<file path="config.mk">
export PLATFORM = sky130hd
export DESIGN_NAME = vram_write_arbiter
export DESIGN_NICKNAME = d
export VERILOG_FILES = /design/src/rtl/vram_write_arbiter.sv
export SDC_FILE = /design/constraint.sdc
export NUM_CORES = 1
export LEC_CHECK = 0
export CORE_ASPECT_RATIO = 1.5
export CORE_UTILIZATION = 42
export CTS_BUF_LIST = sky130_fd_sc_hd__clkbuf_8
export DETAILED_ROUTE_END_ITERATION = 6
export PLACE_DENSITY_LB_ADDON = 0.25
export SLEW_MARGIN = 40
export SYNTH_ARGS = -nofsm -noshare
export SYNTH_HDL_FRONTEND = slang
export SYNTH_SLANG_ARGS = --single-unit
</file>
<file path="constraint.sdc">
create_clock -name clk -period 1.8 [get_ports clk]
set_input_delay 0.18 -clock clk [delete_from_list [all_inputs] [get_ports clk]]
set_output_delay 0.18 -clock clk [all_outputs]
set_load 0.005 [all_outputs]
</file>
<file path="src/rtl/vram_write_arbiter.sv">
// vram_write_arbiter
// Shares the video RAM write port between the host bus and a built-in fill
// engine. Everything runs in the RAM write-clock domain and every output is
// a flop.
//
// Ports:
//   clk, rst_n                  write-side clock, async active-low reset
//   host_req/addr/data          host write request, held until host_ack
//   host_ack                    one-cycle pulse, host write issued this cycle
//   fill_start/base/count/data  fill command, sampled on fill_start
//   fill_busy, fill_done        fill in progress / completion pulse
//   vram_we/waddr/wdata         RAM write side
//
// Build option: define VRAM_FILL_INC_EN to make word k of a fill equal
// fill_data+k (test patterns). When it is undefined, every fill write uses
// the constant fill_data and no incrementer is built.
//
// Fill FSM:
//   state | meaning
//   IDLE  | no fill active; fill_start is accepted
//   RUN   | fill competing for the port; fill_start is ignored
module vram_write_arbiter #(
  parameter int DWIDTH = 16,
  parameter int AWIDTH = 8
) (
  input  logic              clk,
  input  logic              rst_n,
  input  logic              host_req,
  input  logic [AWIDTH-1:0] host_addr,
  input  logic [DWIDTH-1:0] host_data,
  output logic              host_ack,
  input  logic              fill_start,
  input  logic [AWIDTH-1:0] fill_base,
  input  logic [AWIDTH:0]   fill_count,
  input  logic [DWIDTH-1:0] fill_data,
  output logic              fill_busy,
  output logic              fill_done,
  output logic              vram_we,
  output logic [AWIDTH-1:0] vram_waddr,
  output logic [DWIDTH-1:0] vram_wdata
);

  localparam logic [0:0] ST_IDLE  = 1'b0;
  localparam logic [0:0] ST_RUN   = 1'b1;
  // The pointer records the requester granted most recently.
  localparam logic [0:0] PTR_HOST = 1'b0;
  localparam logic [0:0] PTR_FILL = 1'b1;

  localparam logic [AWIDTH-1:0] ADDR_ONE = AWIDTH'(1);
  localparam logic [AWIDTH:0]   REM_ONE  = (AWIDTH + 1)'(1);
`ifdef VRAM_FILL_INC_EN
  localparam logic [DWIDTH-1:0] WORD_ONE = DWIDTH'(1);
`endif

  logic [0:0]        state_q, state_d;
  logic [0:0]        ptr_q, ptr_d;
  logic [AWIDTH-1:0] fill_addr_q, fill_addr_d;
  logic [AWIDTH:0]   fill_rem_q, fill_rem_d;
  logic [DWIDTH-1:0] fill_word_q, fill_word_d;
  logic              vram_we_q, vram_we_d;
  logic [AWIDTH-1:0] vram_waddr_q, vram_waddr_d;
  logic [DWIDTH-1:0] vram_wdata_q, vram_wdata_d;
  logic              host_ack_q, host_ack_d;
  logic              fill_busy_q, fill_busy_d;
  logic              fill_done_q, fill_done_d;

  logic host_elig, fill_elig, grant_host, grant_fill;

  always_comb begin
    // While ack is out the held request has already been served.
    host_elig  = host_req & ~host_ack_q;
    fill_elig  = (state_q == ST_RUN);
    grant_host = host_elig & (~fill_elig | (ptr_q == PTR_FILL));
    grant_fill = fill_elig & (~host_elig | (ptr_q == PTR_HOST));

    state_d      = state_q;
    ptr_d        = ptr_q;
    fill_addr_d  = fill_addr_q;
    fill_rem_d   = fill_rem_q;
    fill_word_d  = fill_word_q;
    vram_we_d    = 1'b0;
    vram_waddr_d = vram_waddr_q;
    vram_wdata_d = vram_wdata_q;
    host_ack_d   = 1'b0;
    fill_done_d  = 1'b0;

    if (grant_host) begin
      vram_we_d    = 1'b1;
      vram_waddr_d = host_addr;
      vram_wdata_d = host_data;
      host_ack_d   = 1'b1;
      ptr_d        = PTR_HOST;
    end

    if (grant_fill) begin
      vram_we_d    = 1'b1;
      vram_waddr_d = fill_addr_q;
      vram_wdata_d = fill_word_q;
      ptr_d        = PTR_FILL;
      fill_addr_d  = fill_addr_q + ADDR_ONE;   // wraps naturally
      fill_rem_d   = fill_rem_q - REM_ONE;
`ifdef VRAM_FILL_INC_EN
      fill_word_d  = fill_word_q + WORD_ONE;
`endif
      if (fill_rem_q == REM_ONE) begin
        state_d     = ST_IDLE;
        fill_done_d = 1'b1;
      end
    end

    if ((state_q == ST_IDLE) && fill_start) begin
      if (fill_count == '0) begin
        fill_done_d = 1'b1;
      end else begin
        state_d     = ST_RUN;
        fill_addr_d = fill_base;
        fill_rem_d  = fill_count;
        fill_word_d = fill_data;
      end
    end

    // Busy follows the next state so it drops together with the last write.
    fill_busy_d = (state_d == ST_RUN);
  end

  always_ff @(posedge clk or negedge rst_n) begin
    if (!rst_n) begin
      state_q      <= ST_IDLE;
      ptr_q        <= PTR_HOST;
      fill_addr_q  <= '0;
      fill_rem_q   <= '0;
      fill_word_q  <= '0;
      vram_we_q    <= 1'b0;
      vram_waddr_q <= '0;
      vram_wdata_q <= '0;
      host_ack_q   <= 1'b0;
      fill_busy_q  <= 1'b0;
      fill_done_q  <= 1'b0;
    end else begin
      state_q      <= state_d;
      ptr_q        <= ptr_d;
      fill_addr_q  <= fill_addr_d;
      fill_rem_q   <= fill_rem_d;
      fill_word_q  <= fill_word_d;
      vram_we_q    <= vram_we_d;
      vram_waddr_q <= vram_waddr_d;
      vram_wdata_q <= vram_wdata_d;
      host_ack_q   <= host_ack_d;
      fill_busy_q  <= fill_busy_d;
      fill_done_q  <= fill_done_d;
    end
  end

  assign vram_we    = vram_we_q;
  assign vram_waddr = vram_waddr_q;
  assign vram_wdata = vram_wdata_q;
  assign host_ack   = host_ack_q;
  assign fill_busy  = fill_busy_q;
  assign fill_done  = fill_done_q;

endmodule

</file>
==> key figures <==
Outcome
  – Status: finished clean

Critical path
  – Critical path buffers and inverters: 0
  – CP max stage delay: 430 ps
  – Worst-path cell chain: or3_1, or2_2, nor3b_1, o21ai_0
  – Worst path arrival time: 1890 ps
  – CP max stage cell: or3_1
  – Startpoint types: flip-flop
  – Crit path required time: 2020 ps
  – Worst Setup End Kind: flip-flop
  – Critical path class: reg2reg
  – Crit path max fanout: 4
  – Top Family by Delay on Critical Path: simple AND/OR/NAND/NOR gates

CTS
  – Clk_lat worst skew: 340 ps
  – Post_cts resized: 0
  – Worst-case clock buffer depth: 2
  – Clock slew at reported path FFs: 70 ps
  – TritonCTS Buffers: 9
  – CTS H-tree lvls: 3
  – TritonCTS clock tree: yes
  – CTS Sinks: 62
  – Root buf cell: clkbuf_8

Cells and area
  – Layout area overhead: 44.48%
  – Layout cells sized above 1: 15.36%
  – Final Util: 63.41%
  – ANT cells: 0
  – Fillers: 543
  – # nets final: 431

Global route
  – First-pass GRT wire length: 11430 um
  – Initial antenna violation count: 0
  – Total grt overflow: 0
  – GRT Total Usage: 20.80%
  – Vias in the first global route: 2417
  – Largest net degree at the start of global routing: 33

Run
  – Max-cap violations: 0

Timing
  – Final TNS setup: 0 ps
  – Max Clk Rate: 0.5987 GHz
  – Fin. Hold Viols: 0
  – RSZ-0062 raised after global routing: no
  – Skew final: 6.946 ps
  – Worst-margin pin slew: 650.3 ps
  – Slew HR: 56.64%
  – Max-slew violation count: 0
  – Min Tclk post-route: 1670 ps
  – Fin crit share: 92.80%
  – # setup viols final: 0

Drt
  – Starting DRT DRC Count: 102
  – Vias after detailed routing: 2389
  – WL/cell: 15.82 um
  – WL final: 7073 um
  – Via density per instance: 5.345
  – Number of nets with antenna violations after routing: 0
  – First-pass DRT Iterations: 4
  – Residual DRC count: 0

Synthesis
  – Synth Warn #: 0
  – Predominant post-synthesis flop cell: dfrtp_1
  – Yosys reg bits: 62
  – Cell Area, Synth: 0.002866 mm2
  – Mapped Cells: 266
  – Simple-gate portion of the synthesized area: 16.06%
  – Post-synth EDFFs: 0
  – Syn Area/Cell: 10.78 um2
  – Asr flop ratio synth: 100.0%
  – Main combinational cell family by area after synthesis: simple AND/OR/NAND/NOR gates
  – Top cell type's share of synthesized area: 54.12%
  – Post-synthesis xor/xnor area fraction: 3.055%
  – Post-synthesis compound-gate area fraction: 11.83%
  – Synth area leaders: dfrtp_1, nor2_1, mux2_4, o22ai_1, mux2_2
  – Mux cell area share after synthesis: 10.43%
  – Syn nets: 330
  – Adder-cell share of the synthesized area: 1.309%
  – Distinct cells, synth: 38
  – Register area share after synthesis: 54.12%
  – Cell accounting for the most synthesized area: dfrtp_1

Die
  – Die area: 0.007166 mm2
  – Initial core utilization: 43.89%
  – Num rows: 36
  – Core ar.: 0.006531 mm2
  – Die height: 103.2 um
  – Die Wd: 69.46 um
  – Boundary pin count: 89

Place
  – Port Buf Inserts: 88
  – Placer Congestion: 0.8404
  – Detail Placement HPWL: 5158 um

Min path
  – Hold Path Class: in2reg

Pwr
  – PD cells: 1695 mW/mm2
  – Peak VDD IR: 831.0 uV
  – P_leak: 0.001709 uW
## power by group
group | switching (uW) | leakage, uW | internal, uW
combinational | 1270 | 0.000871 | 1740
sequential | 527 | 0.000723 | 2110
clock | 532 | 0.000115 | 843
total | 2330 | 0.00171 | 4690
## layout make-up
| cell class | count | area [um2] | area share (%) |
|---|---|---|---|
| multi-input combinational | 186 | 1235 | 29.82 |
| timing repair buffer | 104 | 1023 | 24.71 |
| clock buffer | 11 | 151.4 | 3.656 |
| tap | 76 | 95.09 | 2.296 |
| clock inverter | 4 | 70.07 | 1.692 |
| sequential | 62 | 1551 | 37.46 |
| inverter | 4 | 15.01 | 0.3625 |
## metrics by stage
stage	power (uW)	hold WS (ps)	instance area (um2)	std cells	setup slack, ps
final	7021	386.8	4141	447	129.6
after global routing	7512	403.4	4141	447	68.99
after CTS	7091	383.5	4141	447	130.8
after detailed placement	5688	247.1	3910	431	-51.03
after global placement	5573	233.3	3902	431	-8.741
after floorplan	4319	-115.6	2867	266	292.2
## path summary, 6_finish.rpt
kind | startpoint | endpoint | slack [ps] | cells after the start
max in group asynchronous | rst_n | vram_wdata[14]$_DFFE_PN0P_ | 790 | 3
setup reg to reg | fill_rem_q[5]$_DFF_PN0_ | fill_busy$_DFF_PN0_ | 130 | 4
setup / recovery | fill_rem_q[5]$_DFF_PN0_ | fill_busy$_DFF_PN0_ | 130 | 4
hold / removal | fill_base[6] | fill_addr_q[6]$_DFF_PN0_ | 390 | 3
hold reg to reg | fill_word_q[1]$_DFFE_PN0P_ | fill_word_q[1]$_DFFE_PN0P_ | 510 | 1
min in group asynchronous | rst_n | fill_rem_q[7]$_DFF_PN0_ | 400 | 2
## tightest hold or removal path, stage by stage
cell and delay, ps:
clkdlybuf4s50_1 400, nand2_1 50, o21ai_0 60
## synthesized netlist by cell type (all sizes together), types with 3 or more instances
| cell | n |
|---|---|
| a21oi | 5 |
| a31oi | 5 |
| buf | 9 |
| clkbuf | 5 |
| dfrtp | 62 |
| ha | 3 |
| inv | 4 |
| mux2 | 19 |
| mux2i | 4 |
| nand2 | 17 |
| nand2b | 3 |
| nand3 | 5 |
| nand4 | 5 |
| nor2 | 49 |
| nor3 | 3 |
| nor3b | 3 |
| o21ai | 13 |
| o22ai | 21 |
| or3 | 3 |
| xnor2 | 4 |
| xor2 | 6 |
## cells by family after synthesis
logic type                 Yosys count
buffers and inverters               18
DFF                                 62
AOI/OAI and AO/OA                   53
adders and majority gates            3
xor gates and xnor gates            10
muxes                               23
and+or+nand+nor                     97
## what timing repair did
item,CTS,global route
hold buffers,1,0
endpoints found under the hold margin,25,0
buffers inserted,0,0
## sequential cells by signal, summed over array words and instances, names as in the netlist, 8 cells and up
| name | count |
|---|---|
| fill_word_q | 16 |
| vram_wdata | 16 |
| vram_waddr | 8 |
| fill_rem_q | 9 |
| fill_addr_q | 8 |
## layer usage
metal	up-vias	global-route usage, %	part of all wire (%)
met4	0	9.733	2.4
li1	1137	-	-
met1	1174	24.76	41
met5	-	0	0
met3	16	4.167	3.4
met2	62	36.45	53
## placed cells by master, fill, tap and decap left out, types with 2 or more instances in the layout
cell             count
nor3_1               2
or3_1                3
buf_4               13
mux2_2               7
clkbuf_8            11
or2_2                2
nand2_1             17
xor2_1               6
nor2_1              49
nor3b_1              3
clkinv_2             2
nand2b_1             3
bufinv_16            2
o31ai_1              2
xnor2_1              4
ha_1                 3
a31oi_1              4
mux2i_1              4
nand4_1              5
nand3b_1             2
mux2_4              12
a21oi_1              5
and3_1               2
dfrtp_1             62
clkdlybuf4s50_1     87
o21a_1               2
inv_1                4
nand3_1              5
o22ai_1             21
o21ai_0             13
buf_12               2
Power figures use the tool's default switching activity.
